### config.mk
export PLATFORM = sky130hd
export DESIGN_NAME = ft_bus_sequencer_flat
export DESIGN_NICKNAME = d
export VERILOG_FILES = /design/src/rtl/ft_bus_sequencer_if.sv /design/src/rtl/ft_bus_sequencer.sv /design/src/flat_wrapper.sv
export SDC_FILE = /design/constraint.sdc
export NUM_CORES = 1
export LEC_CHECK = 0
export ABC_AREA = 1
export CAP_MARGIN = 20
export CORE_MARGIN = 5
export CORE_UTILIZATION = 45
export DETAILED_ROUTE_END_ITERATION = 8
export PLACE_DENSITY = 0.73
export SLEW_MARGIN = 10
export SYNTH_ARGS = -nofsm -noshare
export SYNTH_HDL_FRONTEND = slang
export SYNTH_SLANG_ARGS = --single-unit
### constraint.sdc
create_clock -name clk -period 2.1 [get_ports clk]
set_input_delay 0.42 -clock clk [delete_from_list [all_inputs] [get_ports clk]]
set_output_delay 0.42 -clock clk [all_outputs]
set_load 0.005 [all_outputs]
### src/rtl/ft_bus_sequencer_if.sv
// ---------------------------------------------------------------------------
// ft_bus_sequencer_if : FT245-style FIFO pins plus tx/rx byte handshakes
// Revision: 1.0
// ---------------------------------------------------------------------------
`default_nettype none

interface ft_bus_sequencer_if;
  logic       FT_RXFn;
  logic       FT_TXEn;
  logic       FT_RDn;
  logic       FT_WR;
  logic [7:0] FT_DATA_In;
  logic [7:0] FT_DATA_Out;
  logic       FT_DATA_OE;
  logic [7:0] tx_data;
  logic       tx_valid;
  logic       tx_ready;
  logic [7:0] rx_data;
  logic       rx_valid;
  logic       rx_ready;
  logic       busy;

  modport master (
    input  FT_RXFn, FT_TXEn, FT_DATA_In, tx_data, tx_valid, rx_ready,
    output FT_RDn, FT_WR, FT_DATA_Out, FT_DATA_OE, tx_ready, rx_data, rx_valid, busy
  );

  modport slave (
    output FT_RXFn, FT_TXEn, FT_DATA_In, tx_data, tx_valid, rx_ready,
    input  FT_RDn, FT_WR, FT_DATA_Out, FT_DATA_OE, tx_ready, rx_data, rx_valid, busy
  );
endinterface

`default_nettype wire

### src/rtl/ft_bus_sequencer.sv
// ---------------------------------------------------------------------------
// ft_bus_sequencer : half-duplex FT245/FT232H FIFO bus read/write sequencer
// Revision: 1.0
// ---------------------------------------------------------------------------
`default_nettype none

module ft_bus_sequencer #(
  parameter int RD_STROBE_START = 1,
  parameter int RD_SAMPLE       = 4,
  parameter int RD_STROBE_STOP  = 5,
  parameter int RD_END          = 6,
  parameter int WR_OE_START     = 2,
  parameter int WR_STROBE_START = 5,
  parameter int WR_STROBE_STOP  = 15,
  parameter int WR_OE_STOP      = 22,
  parameter int WR_END          = 25,
  parameter int GUARD           = 3,
  parameter int CNT_W           = 8
) (
  input  logic               clk,
  input  logic               rst,
  ft_bus_sequencer_if.master bus
);

  localparam logic [CNT_W-1:0] RD_STROBE_START_C = CNT_W'(RD_STROBE_START);
  localparam logic [CNT_W-1:0] RD_SAMPLE_C       = CNT_W'(RD_SAMPLE);
  localparam logic [CNT_W-1:0] RD_STROBE_STOP_C  = CNT_W'(RD_STROBE_STOP);
  localparam logic [CNT_W-1:0] RD_END_C          = CNT_W'(RD_END);
  localparam logic [CNT_W-1:0] WR_OE_START_C     = CNT_W'(WR_OE_START);
  localparam logic [CNT_W-1:0] WR_STROBE_START_C = CNT_W'(WR_STROBE_START);
  localparam logic [CNT_W-1:0] WR_STROBE_STOP_C  = CNT_W'(WR_STROBE_STOP);
  localparam logic [CNT_W-1:0] WR_OE_STOP_C      = CNT_W'(WR_OE_STOP);
  localparam logic [CNT_W-1:0] WR_END_C          = CNT_W'(WR_END);
  localparam logic [CNT_W-1:0] GUARD_LAST_C      = CNT_W'(GUARD - 1);

  typedef enum logic [1:0] {
    S_IDLE  = 2'd0,
    S_RD    = 2'd1,
    S_WR    = 2'd2,
    S_GUARD = 2'd3
  } state_t;

  state_t           state;
  state_t           state_next;
  logic [CNT_W-1:0] cnt;
  logic [CNT_W-1:0] cnt_next;

  logic       rxf_meta, rxf_s, txe_meta, txe_s;
  logic       hold_full;
  logic [7:0] hold_data;
  logic       last_rd;
  logic       rx_valid_q;
  logic [7:0] rx_data_q;
  logic       rd_n_q, wr_q, oe_q;
  logic [7:0] dout_q;

  logic rd_ok, wr_ok, rd_done, wr_done;

  assign rd_ok   = rxf_s & ~rx_valid_q;
  assign wr_ok   = txe_s & hold_full;
  assign rd_done = (state == S_RD) && (cnt == RD_END_C);
  assign wr_done = (state == S_WR) && (cnt == WR_END_C);

  always_ff @(posedge clk or posedge rst) begin
    if (rst) begin
      state <= S_IDLE;
      cnt   <= '0;
    end else begin
      state <= state_next;
      cnt   <= cnt_next;
    end
  end

  // Last-served direction loses the tie so both paths get alternate turns.
  always_comb begin
    state_next = state;
    case (state)
      S_IDLE: begin
        if (rd_ok && wr_ok) state_next = last_rd ? S_WR : S_RD;
        else if (rd_ok)     state_next = S_RD;
        else if (wr_ok)     state_next = S_WR;
      end
      S_RD:    if (rd_done) state_next = S_GUARD;
      S_WR:    if (wr_done) state_next = S_GUARD;
      S_GUARD: if (cnt == GUARD_LAST_C) state_next = S_IDLE;
      default: state_next = S_IDLE;
    endcase
    cnt_next = (state_next != state) ? '0 : cnt + CNT_W'(1);
  end

  always_ff @(posedge clk or posedge rst) begin
    if (rst) begin
      rxf_meta <= 1'b0;
      rxf_s    <= 1'b0;
      txe_meta <= 1'b0;
      txe_s    <= 1'b0;
    end else begin
      rxf_meta <= ~bus.FT_RXFn;
      rxf_s    <= rxf_meta;
      txe_meta <= ~bus.FT_TXEn;
      txe_s    <= txe_meta;
    end
  end

  always_ff @(posedge clk or posedge rst) begin
    if (rst) begin
      hold_full  <= 1'b0;
      hold_data  <= '0;
      last_rd    <= 1'b0;
      rx_valid_q <= 1'b0;
      rx_data_q  <= '0;
    end else begin
      if (wr_done)                            hold_full <= 1'b0;
      else if (bus.tx_valid && !hold_full) begin
        hold_full <= 1'b1;
        hold_data <= bus.tx_data;
      end
      if ((state == S_RD) && (cnt == RD_SAMPLE_C)) rx_data_q <= bus.FT_DATA_In;
      if (rd_done)                            rx_valid_q <= 1'b1;
      else if (rx_valid_q && bus.rx_ready)    rx_valid_q <= 1'b0;
      if (rd_done)      last_rd <= 1'b1;
      else if (wr_done) last_rd <= 1'b0;
    end
  end

  // Pin registers are computed from the next state/count so they line up with cnt.
  always_ff @(posedge clk or posedge rst) begin
    if (rst) begin
      rd_n_q <= 1'b1;
      wr_q   <= 1'b0;
      oe_q   <= 1'b0;
      dout_q <= '0;
    end else begin
      rd_n_q <= !((state_next == S_RD) && (cnt_next >= RD_STROBE_START_C)
                  && (cnt_next < RD_STROBE_STOP_C));
      wr_q   <= (state_next == S_WR) && (cnt_next >= WR_STROBE_START_C)
                  && (cnt_next < WR_STROBE_STOP_C);
      oe_q   <= (state_next == S_WR) && (cnt_next >= WR_OE_START_C)
                  && (cnt_next < WR_OE_STOP_C);
      dout_q <= (state_next == S_WR) ? hold_data : 8'h00;
    end
  end

  assign bus.FT_RDn      = rd_n_q;
  assign bus.FT_WR       = wr_q;
  assign bus.FT_DATA_OE  = oe_q;
  assign bus.FT_DATA_Out = dout_q;
  assign bus.tx_ready    = ~hold_full;
  assign bus.rx_valid    = rx_valid_q;
  assign bus.rx_data     = rx_data_q;
  assign bus.busy        = (state != S_IDLE);

endmodule

`default_nettype wire
### src/flat_wrapper.sv
// flat-port wrapper written by rule: the top's interface ports become plain ports
module ft_bus_sequencer_flat 
#(
  parameter int RD_STROBE_START = 1,
  parameter int RD_SAMPLE       = 4,
  parameter int RD_STROBE_STOP  = 5,
  parameter int RD_END          = 6,
  parameter int WR_OE_START     = 2,
  parameter int WR_STROBE_START = 5,
  parameter int WR_STROBE_STOP  = 15,
  parameter int WR_OE_STOP      = 22,
  parameter int WR_END          = 25,
  parameter int GUARD           = 3,
  parameter int CNT_W           = 8
)
  (clk, rst, bus_FT_RXFn, bus_FT_TXEn, bus_FT_DATA_In, bus_tx_data, bus_tx_valid, bus_rx_ready, bus_FT_RDn, bus_FT_WR, bus_FT_DATA_Out, bus_FT_DATA_OE, bus_tx_ready, bus_rx_data, bus_rx_valid, bus_busy);
  ft_bus_sequencer_if bus_i ();
  input  logic clk;
  input  logic rst;
  input wire logic [$bits(bus_i.FT_RXFn)-1:0] bus_FT_RXFn;
  input wire logic [$bits(bus_i.FT_TXEn)-1:0] bus_FT_TXEn;
  input wire logic [$bits(bus_i.FT_DATA_In)-1:0] bus_FT_DATA_In;
  input wire logic [$bits(bus_i.tx_data)-1:0] bus_tx_data;
  input wire logic [$bits(bus_i.tx_valid)-1:0] bus_tx_valid;
  input wire logic [$bits(bus_i.rx_ready)-1:0] bus_rx_ready;
  output wire logic [$bits(bus_i.FT_RDn)-1:0] bus_FT_RDn;
  output wire logic [$bits(bus_i.FT_WR)-1:0] bus_FT_WR;
  output wire logic [$bits(bus_i.FT_DATA_Out)-1:0] bus_FT_DATA_Out;
  output wire logic [$bits(bus_i.FT_DATA_OE)-1:0] bus_FT_DATA_OE;
  output wire logic [$bits(bus_i.tx_ready)-1:0] bus_tx_ready;
  output wire logic [$bits(bus_i.rx_data)-1:0] bus_rx_data;
  output wire logic [$bits(bus_i.rx_valid)-1:0] bus_rx_valid;
  output wire logic [$bits(bus_i.busy)-1:0] bus_busy;
  assign bus_i.FT_RXFn = bus_FT_RXFn;
  assign bus_i.FT_TXEn = bus_FT_TXEn;
  assign bus_i.FT_DATA_In = bus_FT_DATA_In;
  assign bus_i.tx_data = bus_tx_data;
  assign bus_i.tx_valid = bus_tx_valid;
  assign bus_i.rx_ready = bus_rx_ready;
  assign bus_FT_RDn = bus_i.FT_RDn;
  assign bus_FT_WR = bus_i.FT_WR;
  assign bus_FT_DATA_Out = bus_i.FT_DATA_Out;
  assign bus_FT_DATA_OE = bus_i.FT_DATA_OE;
  assign bus_tx_ready = bus_i.tx_ready;
  assign bus_rx_data = bus_i.rx_data;
  assign bus_rx_valid = bus_i.rx_valid;
  assign bus_busy = bus_i.busy;
  ft_bus_sequencer #(.RD_STROBE_START(RD_STROBE_START), .RD_SAMPLE(RD_SAMPLE), .RD_STROBE_STOP(RD_STROBE_STOP), .RD_END(RD_END), .WR_OE_START(WR_OE_START), .WR_STROBE_START(WR_STROBE_START), .WR_STROBE_STOP(WR_STROBE_STOP), .WR_OE_STOP(WR_OE_STOP), .WR_END(WR_END), .GUARD(GUARD), .CNT_W(CNT_W)) u_core (.clk(clk), .rst(rst), .bus(bus_i));
endmodule
==> qor.yml, run 1 <==
status: "finished, final reports clean"
crit_chain: "inv_1 > ha_2 > nand3_1 > o21ai_4 > nand3_4 > buf_4 > nand4_4 > nand2_1 > nor2_1 > nand2_1 > nand2_1 > nor2_1"
yosys.area.top_type: "dfrtp_1"
core.rowCount: 24
drv_cap: 0
critPathKind: "flip-flop to flip-flop"
vias: 1576
wl_mm: 4.136
drtIter0Drc: 108
dp_slack_ns: 0.1565
grt-ovfl-total: 0
drv_slew: 0
cp_data_arrival_time_ns: 2.16
ys_dominant_reg_cell: "dfrtp_1"
synth.area.top_cells: "dfrtp_1 53%, inv_1 7.0%, nor2_1 6.8%"
die-width_microns: 77.49
worstPathRequired_ns: 2.31
dieArea_sq_um: 6004
nets: 302
crit_cells: 12
irDropWorstVdd_mv: 0.5726
die_h_microns: 77.49
yosysTopAreaCellShare_pct: 52.50
hold_class: "input pin to async pin"
slowest_delay_ns: 0.43
ys_ff_latch: 44
crit_fanout: 7
syn_avg_cell_area_sq_um: 9.316
syn_inst: 220
vias_per_cell: 4.790
clk_pin_slew_ns: 0.09
gp_congestion: 0.8212
area_delta_synth_final_pct: 34.31
fmax_mhz: 512.0
antennaDiodeCount: 0
cts_tree: "yes"
crit_slowest_cell: "dfrtp_1"
grt_max_degree: 41
cts_htree_levels: 2
grt_pass1_wl_mm: 7.327
clock-sinks: 44
finalCriticalPeriod_ns: 1.953
initial_core_util_pct: 46.75
cts_buffers: 5
cp-end-kind: "flip-flop"
dr.pass1.iters: 4
drive_gt1_share_pct: 19.13
cp-start-kind: "flip-flop"
syn-num-nets: 246
ys_warn_count: 0
path_buf_inv: 2
first_global_vias: 1624
fin_skew_ns: 0.008295
seq_area_frac_synth_pct: 53.79
netlist-cell-type-count: 28
stdcell_area_sq_um: 2753
finalHoldViolations: 0
cp_common_cell: "nand2_1"
clk_path_buf_depth: 2
synthTopCellsByCount: "43 x dfrtp_1, 38 x inv_1, 37 x nor2_1, 28 x nand2_1, 9 x a21oi_1"
synthArstFlopShare_pct: 100.0
synth.most_common_cell: "dfrtp_1"
min_period_over_period_pct: 93.00
drc: 0
crit_family: "simple AND/OR/NAND/NOR gates"
final_util_pct: 62.79
ant_nets: 0
cts-root-buf: "clkbuf_8"
setup_ws_ns: 0.1470
cts_hold_repair.buffers: 0
track_usage_pct: 14.90
ios: 44
p_per_area_nw_per_um2: 1198
wl_per_cell_microns: 12.57
r2r_cells: 12
syn_area_sq_um: 2049
p_leak_uw: 0.001376
tightestPinTransition_ns: 0.3507
antenna_found_initial: 0
place_area_sq_um: 2575
hold_ws_ns: 0.3049
synth-edff-count: 0
clk_latency_ns: 0.30
core_area_sq_um: 4384
slew_headroom_pct: 76.46
dpl.hpwl_mm: 3.077
io_buffer_count: 43
setup_violations: 0
==> final timing paths <==
kind | to | slack (ns) | startpoint
min in group clk | u_core.txe_s | 0.35 | u_core.txe_meta
worst min-delay path | u_core.bus.rx_data[2] | 0.30 | rst
worst max-delay path | u_core.bus.FT_DATA_OE | 0.15 | u_core.cnt[0]
max in group asynchronous | u_core.bus.FT_RDn | 1.31 | rst
worst max register to register | u_core.bus.FT_DATA_OE | 0.15 | u_core.cnt[0]
worst min register to register | u_core.txe_s | 0.35 | u_core.txe_meta
==> power by group <==
| part | internal, uW | switching (uW) | total [uW] |
|---|---|---|---|
| Sequential | 1090 | 122 | 1210 |
| Combinational | 691 | 732 | 1420 |
| Clock | 358 | 306 | 664 |
| Total | 2140 | 1160 | 3300 |
==> what timing repair did <==
action | CTS | global route
setup endpoints to repair | 0 | 3
setup buffers | 0 | 4
gates resized for setup | 0 | 6
==> metrics by stage <==
| stage | cells | power (uW) | setup TNS (ns) |
|---|---|---|---|
| 6_report | 329 | 3297 | 0 |
| 5_1_grt | 329 | 3561 | -0.05225 |
| 4_1_cts | 325 | 3218 | 0 |
| 3_5_place_dp | 317 | 2544 | 0 |
| 3_3_place_gp | 317 | 2501 | 0 |
| 2_1_floorplan | 220 | 1957 | 0 |
==> cell type report <==
class	count	area, sq um
clock inverter	3	46.29
clock buffer	5	68.82
inverter	44	165.2
tap	52	65.06
timing repair buffer	50	495.5
multi-input combinational	131	809.5
fill	389	1632
sequential	44	1102
==> placed cells by master, fill, tap and decap left out, types with 3 or more instances in the layout <==
master,instances
nand4_1,7
mux2_2,8
inv_1,37
ha_1,3
nand2_1,27
nand2_2,3
nand3_1,7
o21ai_0,5
nor2_1,37
nor2_4,3
buf_4,6
clkbuf_8,5
nor2_2,3
a21oi_1,9
inv_2,6
dfrtp_1,43
clkdlybuf4s50_1,43
nand3_2,3
==> sequential cells by signal (all words and copies together), names as in the netlist <==
register,cells
u_core.bus.FT_DATA_OE,1
u_core.bus.FT_DATA_Out,8
u_core.bus.FT_RDn,1
u_core.bus.FT_WR,1
u_core.bus.rx_data,8
u_core.bus.rx_valid,1
u_core.cnt,8
u_core.hold_data,8
u_core.hold_full,1
u_core.last_rd,1
u_core.rxf_meta,1
u_core.rxf_s,1
u_core.state,2
u_core.txe_meta,1
u_core.txe_s,1
==> kinds of logic after synthesis <==
kind of cell	after synthesis	synth area share, %
AND/OR/NAND/NOR	100	25.33
buffers and inverters	45	8.303
flip-flops	44	53.79
AO/OA/AOI/OAI	18	5.311
multiplexers	8	4.396
adder cells (fa/ha/maj)	4	2.442
XOR/XNOR	1	0.4274
==> layer usage <==
metal	track usage (%)	part of all wire (%)
met4	4.296	1.1
met1	18.80	45
met5	0	0
met3	4.977	6.0
met2	24.41	48
Power figures use the tool's default switching activity.
==> run 2: changes to the inputs <==
- RECOVER_POWER: unset -> 25
==> qor.yml, run 2 (synthesis results as in run 1) <==
clock-sinks: 44  # unchanged
area_delta_synth_final_pct: 33.58
final_util_pct: 62.44  # -0.34 points
cp-end-kind: "flip-flop"
io_buffer_count: 43  # unchanged
holdPathEnd: "u_core.txe_s"
cp-start-kind: "flip-flop"
slew_headroom_pct: 36.07  # -40 points
core.rowCount: 24  # unchanged
wl_per_cell_microns: 12.55  # -0.15%
antennaDiodeCount: 0  # unchanged
vias_per_cell: 4.793  # about the same
ant_nets: 0  # unchanged
grt-ovfl-total: 0  # unchanged
grt_pass1_wl_mm: 7.327  # unchanged
drc: 0  # unchanged
layout_commonest_cell: "dfrtp_1"
ios: 44  # unchanged
finalCriticalPeriod_ns: 1.946  # -0.006702 ns
p_leak_uw: 0.001372  # -0.32%
crit_fanout: 7  # unchanged
vias: 1577  # +0.063%
irDropWorstVdd_mv: 0.5719  # -0.13%
track_usage_pct: 14.90  # unchanged
layout_common_cells: "43 x dfrtp_1, 40 x clkdlybuf4s50_1, 37 x nor2_1, 37 x inv_1, 27 x nand2_1"
die-width_microns: 77.49  # unchanged
critPathKind: "flip-flop to flip-flop"
first_global_vias: 1624  # unchanged
min_path_cells: 0
cts_hold_repair.buffers: 0  # unchanged
grt_max_degree: 41  # unchanged
clk_path_buf_depth: 2  # unchanged
tightestPinTransition_ns: 0.9589  # +0.6082 ns
core_area_sq_um: 4384  # unchanged
p_per_area_nw_per_um2: 1201  # +0.28%
dr.pass1.iters: 4  # unchanged
slowest_delay_ns: 0.43  # about the same
fillCellCount: 391  # +0.51%
cp_common_cell: "nand2_1"
hp-start: "u_core.txe_meta"
dpl.hpwl_mm: 3.077  # unchanged
wl_mm: 4.130  # -0.15%
clk_latency_ns: 0.30  # about the same
timing.rr.start: "u_core.cnt[0]"
instances_no_fill: 329  # unchanged
timing.rr.end: "u_core.bus.FT_DATA_OE"
clk_pin_slew_ns: 0.09  # about the same
cp_data_arrival_time_ns: 2.15  # about the same
cts_buffers: 5  # unchanged
power_uw: 3289  # -0.26%
r2r_cells: 12  # unchanged
drv_cap: 0  # unchanged
cts_tree: "yes"
worstPathRequired_ns: 2.30  # about the same
die_h_microns: 77.49  # unchanged
hold_class: "flip-flop to flip-flop"
crit_chain: "inv_1 > ha_2 > nand3_1 > o21ai_4 > nand3_4 > buf_4 > nand4_4 > nand2_1 > nor2_1 > nand2_1 > nand2_1 > nor2_1"
min_period_over_period_pct: 92.68  # -0.32 points
dieArea_sq_um: 6004  # unchanged
drive_gt1_share_pct: 19.13  # unchanged
drv_slew: 0  # unchanged
fin_skew_ns: 0.006703  # -0.001592 ns
cts-root-buf: "clkbuf_8"
placed_cells: 317  # unchanged
cts_htree_levels: 2  # unchanged
antenna_found_initial: 0  # unchanged
crit_slowest_cell: "dfrtp_1"
setup_ws_ns: 0.1537  # +0.006702 ns
rrSetupSlack_ns: 0.15  # about the same
initial_core_util_pct: 46.75  # unchanged
fmax_mhz: 513.8  # +0.34%
status: "finished, final reports clean"
finalHoldViolations: 0  # unchanged
fin_tns_setup_ns: 0  # unchanged
nets: 302  # unchanged
drtIter0Drc: 116  # +7.4%
setup_violations: 0  # unchanged
gp_congestion: 0.8212  # unchanged
dp_slack_ns: 0.1565  # unchanged
run 2: routing by layer:
layer | track usage [%] | wire (microns)
met1 | 18.80 | 1799
met3 | 4.977 | 258
met5 | 0 | 0
met2 | 24.41 | 2034
met4 | 4.296 | 37
run 2: power by group:
| group | switching [uW] | internal (uW) |
|---|---|---|
| logic | 731 | 687 |
| registers | 121 | 1090 |
| clock network | 304 | 358 |
run 2: timing repair:
item / CTS / global route
setup buffers: 0 / 4
endpoints found under the setup margin: 0 / 3
gates resized for setup: 0 / 6
run 2: layout make-up:
class | instances | area (sq um) | share of cell area (%)
Multi-Input combinational cell | 131 | 809.5 | 29.57
Inverter | 44 | 165.2 | 6.033
Timing Repair Buffer | 50 | 480.5 | 17.55
Clock buffer | 5 | 68.82 | 2.514
Sequential cell | 44 | 1102 | 40.27
Clock inverter | 3 | 46.29 | 1.691
Tap cell | 52 | 65.06 | 2.377
run 2: how the worst max path moves through the flow:
stage | cells past startpoint | slack, ns | startpoint | to
after global routing | 11 | -0.03 | u_core.cnt[0] | u_core.bus.FT_WR
final | 12 | 0.15 | u_core.cnt[0] | u_core.bus.FT_DATA_OE
after global placement | 11 | 0.20 | u_core.cnt[0] | u_core.bus.FT_WR
after detailed placement | 10 | 0.16 | u_core.cnt[0] | u_core.bus.FT_DATA_OE
after floorplan | 11 | 0.35 | u_core.cnt[0] | u_core.bus.FT_WR
after CTS | 10 | 0.13 | u_core.cnt[0] | u_core.bus.FT_DATA_OE
run 2: stage by stage:
| stage | instance area [sq um] | hold slack [ns] |
|---|---|---|
| 3_5_place_dp | 2575 | 0.3362 |
| 5_1_grt | 2738 | 0.3723 |
| 2_1_floorplan | 2049 | 0.3312 |
| 4_1_cts | 2690 | 0.3049 |
| 6_report | 2738 | 0.3535 |
| 3_3_place_gp | 2575 | 0.3326 |
run 2: worst max-delay path, delay by kind of cell (launching register included):
kind / cells / cell delay (ns)
AO/OA/AOI/OAI: 1 / 0.20
adder cells (fa/ha/maj): 1 / 0.20
flip-flops: 1 / 0.43
AND/OR/NAND/NOR: 8 / 0.70
buffers and inverters: 2 / 0.30
